**src/rtl/pwm_capture.sv**
```systemverilog
// PWM receive-side capture: synchronises pwm_in, measures high time and period,
// decodes the generator's 3-bit duty code and flags a line stuck high or low.
module pwm_capture #(
    parameter int CBITS = 18
) (
    input  logic           clk,
    input  logic           rst_n,
    input  logic           pwm_in,
    output logic           meas_valid,
    output logic [CBITS:0] high_len,
    output logic [CBITS:0] period_len,
    output logic [2:0]     duty_code,
    output logic           code_ok,
    output logic           stuck,
    output logic           stuck_level
);
    localparam logic [CBITS:0] CNT_MAX    = '1;
    localparam logic [CBITS:0] CNT_ONE    = {{CBITS{1'b0}}, 1'b1};
    localparam logic [CBITS:0] PERIOD_NOM = {1'b1, {CBITS{1'b0}}};

    typedef enum logic [1:0] {IDLE, HIGH, LOW} state_t;

    logic           s1_q, s2_q, s3_q;
    logic [1:0]     prime_q, prime_d;
    logic           armed_q, armed_d;
    state_t         state_q, state_d;
    logic [CBITS:0] cnt_q, cnt_d;
    logic [CBITS:0] hl_tmp_q, hl_tmp_d;
    logic           meas_valid_q, meas_valid_d;
    logic [CBITS:0] high_len_q, high_len_d;
    logic [CBITS:0] period_len_q, period_len_d;
    logic [2:0]     duty_code_q, duty_code_d;
    logic           code_ok_q, code_ok_d;
    logic           stuck_q, stuck_d;
    logic           stuck_level_q, stuck_level_d;

    logic rise, fall, cnt_max, legal;

    always_comb begin
        // The synchroniser resets to 0, so a line high at reset would look like a
        // rise; only accept rises once s2 has held a genuine low sample.
        prime_d = {prime_q[0], 1'b1};
        armed_d = armed_q | (prime_q[1] & ~s2_q);
        rise    = s2_q & ~s3_q & armed_q;
        fall    = ~s2_q & s3_q;
        cnt_max = (cnt_q == CNT_MAX);
        legal   = (cnt_q == PERIOD_NOM) && (hl_tmp_q[CBITS -: 2] == 2'b00) &&
                  hl_tmp_q[CBITS-5] && (hl_tmp_q[CBITS-6:0] == '0);

        state_d       = state_q;
        hl_tmp_d      = hl_tmp_q;
        meas_valid_d  = 1'b0;
        high_len_d    = high_len_q;
        period_len_d  = period_len_q;
        duty_code_d   = duty_code_q;
        code_ok_d     = code_ok_q;
        stuck_d       = stuck_q;
        stuck_level_d = stuck_level_q;

        if (rise) cnt_d = CNT_ONE;
        else if (cnt_max) cnt_d = cnt_q;
        else cnt_d = cnt_q + 1'b1;

        if (rise) stuck_d = 1'b0;

        // Edges take priority over the saturation timeout.
        case (state_q)
            IDLE: begin
                if (rise) state_d = HIGH;
            end
            HIGH: begin
                if (fall) begin
                    hl_tmp_d = cnt_q;
                    state_d  = LOW;
                end else if (cnt_max) begin
                    state_d       = IDLE;
                    stuck_d       = 1'b1;
                    stuck_level_d = s2_q;
                end
            end
            LOW: begin
                if (rise) begin
                    high_len_d   = hl_tmp_q;
                    period_len_d = cnt_q;
                    duty_code_d  = hl_tmp_q[CBITS-2 -: 3];
                    code_ok_d    = legal;
                    meas_valid_d = 1'b1;
                    state_d      = HIGH;
                end else if (cnt_max) begin
                    state_d       = IDLE;
                    stuck_d       = 1'b1;
                    stuck_level_d = 1'b0;
                end
            end
            default: state_d = IDLE;
        endcase
    end

    always_ff @(posedge clk or negedge rst_n) begin
        if (!rst_n) begin
            s1_q          <= 1'b0;
            s2_q          <= 1'b0;
            s3_q          <= 1'b0;
            prime_q       <= 2'b00;
            armed_q       <= 1'b0;
            state_q       <= IDLE;
            cnt_q         <= '0;
            hl_tmp_q      <= '0;
            meas_valid_q  <= 1'b0;
            high_len_q    <= '0;
            period_len_q  <= '0;
            duty_code_q   <= 3'd0;
            code_ok_q     <= 1'b0;
            stuck_q       <= 1'b0;
            stuck_level_q <= 1'b0;
        end else begin
            s1_q          <= pwm_in;
            s2_q          <= s1_q;
            s3_q          <= s2_q;
            prime_q       <= prime_d;
            armed_q       <= armed_d;
            state_q       <= state_d;
            cnt_q         <= cnt_d;
            hl_tmp_q      <= hl_tmp_d;
            meas_valid_q  <= meas_valid_d;
            high_len_q    <= high_len_d;
            period_len_q  <= period_len_d;
            duty_code_q   <= duty_code_d;
            code_ok_q     <= code_ok_d;
            stuck_q       <= stuck_d;
            stuck_level_q <= stuck_level_d;
        end
    end

    assign meas_valid  = meas_valid_q;
    assign high_len    = high_len_q;
    assign period_len  = period_len_q;
    assign duty_code   = duty_code_q;
    assign code_ok     = code_ok_q;
    assign stuck       = stuck_q;
    assign stuck_level = stuck_level_q;

endmodule

```
**config.mk**
```make
export PLATFORM = sky130hd
export DESIGN_NAME = pwm_capture
export DESIGN_NICKNAME = d
export VERILOG_FILES = /design/src/rtl/pwm_capture.sv
export SDC_FILE = /design/constraint.sdc
export NUM_CORES = 1
export LEC_CHECK = 0
export BUFFER_PORTS_ARGS = -buffer_cell sky130_fd_sc_hd__buf_2
export CAP_MARGIN = 20
export CORE_UTILIZATION = 60
export CTS_CLUSTER_DIAMETER = 40
export CTS_CLUSTER_SIZE = 8
export DETAILED_ROUTE_END_ITERATION = 8
export PLACE_DENSITY = 0.93
export SETUP_SLACK_MARGIN = 0.3
export SYNTH_ARGS = -nofsm -noshare
export SYNTH_HDL_FRONTEND = slang
export SYNTH_SLANG_ARGS = --single-unit
```
**constraint.sdc**
```tcl
create_clock -name clk -period 5.5 [get_ports clk]
set_clock_uncertainty 0.2 [all_clocks]
set_input_delay 0.55 -clock clk [delete_from_list [all_inputs] [get_ports clk]]
set_output_delay 0.55 -clock clk [all_outputs]
set_load 0.05 [all_outputs]
```
==> flow_summary_export.csv <==
group,metric,value,unit
pwr,ir_worst_vdd,317,uV
cts,clk_pin_slew,0.08,ns
die,start_util,61.8,%
setup_path,cp_max_fo,29,
die,die_w,82.6,um
placement,port_buffers,47,
layout,finalNetCount,373,
synthesis,syn_area,3900,sq um
layout,drive_above_1_share,33.3,%
placement,dpl.cell_count,428,
placement,dpl_cell_area,4140,sq um
global_route,grt_pass1_vias,2611,
sta,drv_slew,0,
synthesis,synth_flop_cell,"dfrtp_1",
synthesis,syn_avg_cell_area,12.0,sq um
cts,hold_buffers,0,
global_route,grt_first_pass_wirelength,12400,um
synthesis,ys_warn_count,0,
detailed_routing,post_drt_wl_per_cell,17.6,um
detailed_routing,drtPass1Iterations,5,
placement,place_congestion,0.849,
sta,final.min_clock_period,2.77,ns
layout,area_growth,12.3,%
synthesis,ys_seq_area_share,56.4,%
sta,final-setup-viol-count,0,
global_route,antenna_found_initial,0,
die,die_area,6830,sq um
setup_path,crit_type,"flip-flop to flip-flop",
cts,root_buffer,"clkbuf_8",
detailed_routing,drc,0,
sta,rsz0062_at_grt,"false",
die,io-pin-count,48,
synthesis,ys_seq_elements,88,
sta,tns,0,ns
setup_path,crit_arrival,2.80,ns
layout,finalInstanceArea,4380,sq um
pwr,pwr_density_cell,358,nW/um^2
die,num_rows,29,
cts,cts_tree,"done",
synthesis,synth_fp_nets,334,
detailed_routing,vias_per_cell,6.17,
run_status,status,"complete, no violations",
detailed_routing,vias,2753,
pwr,p_leak,2.18,nW
die,dieHeight,82.6,um
synthesis,yosysTopAreaCell,"dfrtp_1",
layout,antenna_cells,0,
synthesis,netlist.area_leader.share,56.4,%
min_path,min_path_type,"input pin to flip-flop",
synthesis,synth.area.top_cells,"dfrtp_1, mux2_2, nand2_1, o21ai_0, ha_1",
synthesis,async_reset_ff_share,100,%
cts,post_cts_resized,0,
cts,clock_path_buffers,2,
job,max_cap_viol_count,0,
synthesis,ys_types,44,
sta,tightest_slew,1.05,ns
layout,fin_cells,446,
die,coreArea,6310,sq um
sta,slew-limit-headroom,29.7,%
setup_path,reg2reg_slack,2.73,ns
detailed_routing,drt_iter0_markers,148,
cts,numCtsBuffers,9,
cts,htree_levels,3,
sta,period_share,50.4,%
cts,post_cts_buffers,0,
sta,hold_viol,0,
setup_path,required,5.53,ns
detailed_routing,ant_nets,0,
sta,max_freq,361,MHz
global_route,grt_max_degree,89,
placement,dp_hpwl,5300,um
setup_path,end_kind,"flip-flop",
global_route,gr-total-overflow,0,
synthesis,synth_edf_count,0,
cts,clock-sinks,88,
setup_path,start_kind,"flip-flop",
global_route,grt_util_all_layers,25.2,%
detailed_routing,routed_wl,7870,um
synthesis,syn_inst,325,
cts,clk_latency,0.37,ns
flip-flops by register name, indices dropped and copies added, names as in the netlist, 2 cells and up:
name and cells:
prime_q 2, cnt_q 19, high_len 19, hl_tmp_q 19, state_q 2, period_len 19
report_power, final:
| group | internal (mW) | leakage, nW | switching, mW |
|---|---|---|---|
| combinational | 0.116 | 0.885 | 0.227 |
| sequential | 0.707 | 1.20 | 0.0640 |
| clock | 0.224 | 0.103 | 0.230 |
| total | 1.05 | 2.18 | 0.521 |
area by class of cell:
cell class | count | area (sq um)
clock inverters | 6 | 65.1
clock buffers | 10 | 138
well taps | 77 | 96.3
repair buffers | 51 | 290
fillers | 434 | 1930
flip-flops and latches | 88 | 2200
inverters | 9 | 33.8
multi-input cells | 205 | 1560
cells in the final DEF (no fill, tap or decap), types with 3 or more instances in the layout:
master / count
o31ai_1: 3
buf_4: 3
a2111oi_0: 4
nor3_1: 6
mux2i_1: 5
buf_2: 46
mux2_2: 51
ha_1: 6
a2111o_1: 4
a21oi_1: 13
nor4_1: 6
nand2b_1: 6
a211oi_1: 3
and4_1: 3
nand3_1: 9
nand2_1: 25
clkbuf_8: 10
inv_1: 9
dfrtp_1: 88
nand4_1: 4
o21ai_0: 17
nor2_1: 9
a31oi_1: 5
per-stage QoR:
step	setup slack, ns	hold WS [ns]	power (mW)	util (%)
finish	2.73	0.0940	1.57	69.4
detailed placement	2.78	0.137	1.12	65.6
floorplan	3.41	0.0544	1.03	-
global route	2.56	0.0857	1.64	69.4
global placement	2.86	0.133	1.10	65.6
CTS	2.75	0.0872	1.57	68.8
cell usage after synthesis, drive strengths merged, types with 8 or more instances:
master and n:
clkbuf 11, o21ai 17, nand3 10, buf 12, nand2 25, nor4 8
nor2 9, inv 9, mux2 51, dfrtp 88, a21oi 13
worst paths after layout:
| path | start | endpoint | cells after the start |
|---|---|---|---|
| worst max register to register | s2_q$_DFF_PN0_ | stuck_level$_DFFE_PN0P_ | 6 |
| worst max-delay path | s2_q$_DFF_PN0_ | stuck_level$_DFFE_PN0P_ | 6 |
| max in group asynchronous | rst_n | period_len[2]$_DFFE_PN0P_ | 3 |
| worst min register to register | s1_q$_DFF_PN0_ | s2_q$_DFF_PN0_ | 0 |
| min in group asynchronous | rst_n | high_len[11]$_DFFE_PN0P_ | 2 |
| worst min-delay path | pwm_in | s1_q$_DFF_PN0_ | 1 |
per-layer routing:
layer | global-route usage, % | vias up | part of all wire (%)
met5 | 0 | - | 0
met4 | 15.2 | 0 | 2.6
met3 | 4.51 | 21 | 5.7
met2 | 40.7 | 123 | 48
met1 | 31.8 | 1350 | 43
li1 | - | 1259 | -
cell families after synthesis:
kind of cell	after synthesis	share of synthesized area, %
AO/OA/AOI/OAI	59	10.0
adder cells (fa/ha/maj)	6	1.92
buffers and inverters	32	3.66
flip-flops	88	56.4
multiplexers	56	16.0
other	1	0.0961
AND/OR/NAND/NOR	83	11.8
worst max-delay path, stage by stage, from the launching register on:
cell     delay (ns)
dfrtp_1        0.43
and3b_1        0.37
nand2_1        0.61
buf_4          0.45
inv_1          0.11
o41ai_1        0.32
o41ai_1        0.13
No activity file was read; power rests on OpenSTA's default activity.
